<file path="config.mk">
export PLATFORM = sky130hd
export DESIGN_NAME = mux_rr_nto1
export DESIGN_NICKNAME = d
export VERILOG_FILES = /design/src/rtl/mux_rr_nto1.sv
export SDC_FILE = /design/constraint.sdc
export NUM_CORES = 1
export LEC_CHECK = 0
export CORE_MARGIN = 2
export CORE_UTILIZATION = 42
export CTS_BUF_LIST = sky130_fd_sc_hd__clkbuf_4 sky130_fd_sc_hd__clkbuf_8
export DETAILED_ROUTE_END_ITERATION = 16
export PLACE_DENSITY = 0.94
export RECOVER_POWER = 25
export REMOVE_ABC_BUFFERS = 1
export SETUP_SLACK_MARGIN = 0.5
export SLEW_MARGIN = 10
export SYNTH_ARGS = -nofsm -noshare
export SYNTH_HDL_FRONTEND = slang
export SYNTH_SLANG_ARGS = --single-unit
</file>
<file path="constraint.sdc">
create_clock -name clk_i -period 2.5 [get_ports clk_i]
set_input_delay 0.375 -clock clk_i [delete_from_list [all_inputs] [get_ports clk_i]]
set_output_delay 0.375 -clock clk_i [all_outputs]
set_load 0.05 [all_outputs]
</file>
<file path="src/rtl/mux_rr_nto1.sv">
// N-to-1 data selector with a registered output stage and valid/ready handshakes.
// The winner is either an explicit channel index or a round-robin pick among requesters.
module mux_rr_nto1 #(
  parameter int size     = 32,
  parameter int channels = 4,
  parameter int sel_w    = 2
) (
  input  logic                       clk_i,
  input  logic                       rst_i,
  input  logic                       mode_i,
  input  logic [sel_w-1:0]           select_i,
  input  logic [channels-1:0]        valid_i,
  input  logic [channels*size-1:0]   data_i,
  output logic [channels-1:0]        ready_o,
  output logic                       valid_o,
  output logic [size-1:0]            data_o,
  output logic [sel_w-1:0]           grant_o,
  input  logic                       ready_i
);

  // Channel tables padded to the full select range, so an index past the last
  // channel reads as "not requesting" rather than going out of bounds.
  localparam int slots = 2 ** sel_w;

  logic [slots-1:0] valid_ext;
  logic [size-1:0]  data_arr [slots];
  logic [sel_w-1:0] ptr;
  logic [sel_w-1:0] win;
  logic [sel_w-1:0] idx;
  logic             grant;
  logic             load_en;
  logic             xfer;

  always_comb begin
    valid_ext                 = '0;
    valid_ext[channels-1:0]   = valid_i;
    for (int k = 0; k < slots; k++) begin
      data_arr[k] = '0;
    end
    for (int k = 0; k < channels; k++) begin
      data_arr[k] = data_i[k*size +: size];
    end
  end

  // Scan starts one past the last round-robin winner and wraps modulo channels.
  always_comb begin
    // NOTE: every variable gets a default first so no path leaves it unassigned (no latch).
    win   = '0;
    grant = 1'b0;
    idx   = '0;
    if (!mode_i) begin
      win   = select_i;
      grant = valid_ext[select_i];
    end else begin
      for (int i = 1; i <= channels; i++) begin
        idx = sel_w'((int'(ptr) + i) % channels);
        if (!grant && valid_ext[idx]) begin
          grant = 1'b1;
          win   = idx;
        end
      end
    end
  end

  assign load_en = !valid_o || ready_i;
  assign xfer    = grant && load_en;

  always_comb begin
    ready_o = '0;
    if (xfer && !rst_i) begin
      ready_o = channels'(1) << win;
    end
  end

  always_ff @(posedge clk_i) begin
    // NOTE: state registers use non-blocking assignments so every flop samples pre-edge values.
    if (rst_i) begin
      valid_o <= 1'b0;
      data_o  <= '0;
      grant_o <= '0;
      ptr     <= sel_w'(channels - 1);
    end else if (xfer) begin
      valid_o <= 1'b1;
      data_o  <= data_arr[win];
      grant_o <= win;
      if (mode_i) begin
        ptr <= win;
      end
    end else if (ready_i) begin
      // Drain with nothing to replace it: data and grant keep their last values.
      valid_o <= 1'b0;
    end
  end

endmodule

</file>
==> results.cfg <==
[status]
status = finished clean

[layout]
register_area_um2 = 746
drive_gt1_share_pct = 20.5
multi_input_area_um2 = 2640
fillers = 601
final_cell_mix = clkdlybuf4s50_1, buf_4, mux2i_1, dfxtp_1
area_growth_pct = 70.0
final_nets = 747
mostFrequentLayoutCell = clkdlybuf4s50_1
diodes = 0

[logic_synthesis]
synth_area_per_cell_um2 = 8.27
ys_ff_latch = 37
syn_area_um2 = 3480
syn-instance-count = 421
yosysUniqueCellTypes = 42
ys_seq_area_share_pct = 21.3
ys_async_sr_fraction_pct = 0
yosys_warnings = 0
synth_edf_count = 0
synthFlopType = dfxtp_1

[route]
initialDrtViolationCount = 318
drt_wl_total_um = 14300
wl_met2_um = 7340
drc_errors = 0
wl_met3_um = 1060
dr.pass1.iters = 5
vias = 4422
drtAntennaViolNets = 0
via_per_inst = 6.18
m1WireLength_um = 5380
wire_per_inst_um = 20.0
top_layer = met4

[critical_path]
critPathTopFamily = simple AND/OR/NAND/NOR gates
crit_required_ps = 2120
crit_type = reg -> out
worstSetupStartpointType = flop
critPathSlowestCell = or4_4
critPathCaptureType = output pin
cp_max_fo = 2
critical_path.max_stage_delay_ps = 500
arrival_ps = 2080
rr_worst_depth = 12
path_cells = or3b_4 -> o211a_4 -> or4_4 -> nor3_4 -> buf_12
crit_buf_inv = 1
cp.depth = 5

[sta]
maxSlewHeadroom_pct = 57.9
rsz0062_at_grt = true
max_freq_mhz = 407
clock_skew_ps = 9.08
whs_ps = 470
slew_viol_final = 0
tightest_slew_ps = 630
finalCritPeriodShare_pct = 98.3
finalHoldViolCount = 0
timing.setup.tns_ps = 0
finalCriticalPeriod_ps = 2460
setup_viol = 0

[cts]
hold_buffers = 0
root_buffer = clkbuf_8
cts_tree = done
cts_max_level = 2
cts_buffers = 5
clk-insertion-delay-late_ps = 290
cts.sinks = 37
cts_buffer_depth = 2
clkTransAtPathRegs_ps = 90

[global_route]
grt_usage_pct = 30.1
first_global_vias = 4456
grt_max_degree = 53
antenna_found_initial = 0
grt_pass1_wl_um = 21600
grt_overflow = 0

[power_and_ir_drop]
p_leak_nw = 2.34
ir_drop_v = 0.000299
power_density_nw_per_um2 = 447
power.total_mw = 2.64

[worst_hold_path]
hold_path.class = reg -> reg
hold_depth = 2

[floorplan]
die_y_um = 95.0
start_util_pct = 42.8
rows = 33
die_area_um2 = 9030
core_area_um2 = 8130
num_io_pins = 177
fp.dieW_um = 95.0

[job]
maxCapViolCount = 0

[placed_design]
placement.io_buffers = 176
dp_hpwl_um = 9940
gp_congestion = 0.888
==> cells by family (layout without fill, tap and decap cells) <==
family | count (synthesis) | count (layout) | synth area share, %
flip-flops | 37 | 37 | 21.3
AO/OA/AOI/OAI | 177 | 177 | 39.3
AND/OR/NAND/NOR | 112 | 112 | 20.1
buffers and inverters | 54 | 243 | 7.19
multiplexers | 41 | 41 | 12.2
==> metal layers <==
| layer | GRT usage [%] | up-vias |
|---|---|---|
| met5 | 0 | - |
| met1 | 36.2 | 2097 |
| met4 | 11.5 | 0 |
| met2 | 54.3 | 259 |
| li1 | - | 2021 |
| met3 | 3.87 | 45 |
==> layout make-up <==
class / instances / area share (%)
tap: 105 / 2.22
inverter: 3 / 0.190
sequential: 37 / 12.6
timing repair buffer: 232 / 38.9
clock inverter: 3 / 0.296
multi-input combinational: 330 / 44.6
clock buffer: 5 / 1.16
==> Yosys cell counts (2+ instances only) <==
cell,instances,share of area [%]
o221ai_1,7,1.8
and2_1,25,4.5
clkbuf_1,33,3.6
dfxtp_1,37,21
o211ai_1,27,5.8
or2_2,2,0.36
o21a_1,2,0.43
nor3_1,8,1.2
nor3_2,19,5.5
a211oi_1,26,5.6
inv_1,3,0.32
nor2b_1,4,0.72
o2111ai_1,25,6.3
nand2_1,27,2.9
a21o_1,25,5.4
nor2_1,7,0.76
buf_1,5,0.54
nand2b_1,3,0.54
buf_6,5,1.6
o21ai_0,3,0.43
buf_2,8,1.2
a22oi_1,25,5.4
o21bai_1,26,5.6
a21oi_1,5,0.72
nand3b_1,8,1.7
mux2i_1,40,12
==> worst min-delay path, delay by kind of cell (launching register included) <==
| family | cells | cell delay [ps] |
|---|---|---|
| AO/OA/AOI/OAI | 1 | 60 |
| AND/OR/NAND/NOR | 1 | 50 |
| flip-flops | 1 | 320 |
==> power breakdown <==
group	leakage [nW]	internal, mW	total (mW)	switching [mW]
Sequential	0.307	0.670	0.716	0.0456
Clock	0.0439	0.193	0.429	0.236
Combinational	1.99	0.685	1.50	0.814
Total	2.34	1.55	2.64	1.10
==> metrics by stage <==
stage	worst slack, ps	util, %	cell area (µm²)	std cells
after floorplan	-3090	-	3240	370
after global placement	-344	68.3	5550	696
after detailed placement	-378	68.3	5550	696
after CTS	-42.1	71.3	5800	714
after global routing	13.1	72.7	5910	715
final	41.6	72.7	5910	715
==> flip-flops by register name, indices dropped and copies added, names as in the netlist <==
signal   cells
data_o      32
grant_o      2
ptr          2
valid_o      1
==> timing repair <==
item | 4_1_cts | 5_1_grt
setup endpoints to repair | 38 | 38
cloned | 2 | 0
gates resized for setup | 18 | 35
pin swaps | 6 | 6
buffers inserted | 8 | 1
==> worst paths after layout <==
| kind | startpoint | end | slack, ps |
|---|---|---|---|
| worst min-delay path | grant_o[0] | grant_o[0] | 470 |
| worst max-delay path | ptr[0] | ready_o[0] | 40 |
| worst max register to register | ptr[0] | data_o[20] | 130 |
| worst min register to register | grant_o[0] | grant_o[0] | 470 |
Note: power is estimated with default switching activity, not from simulation.
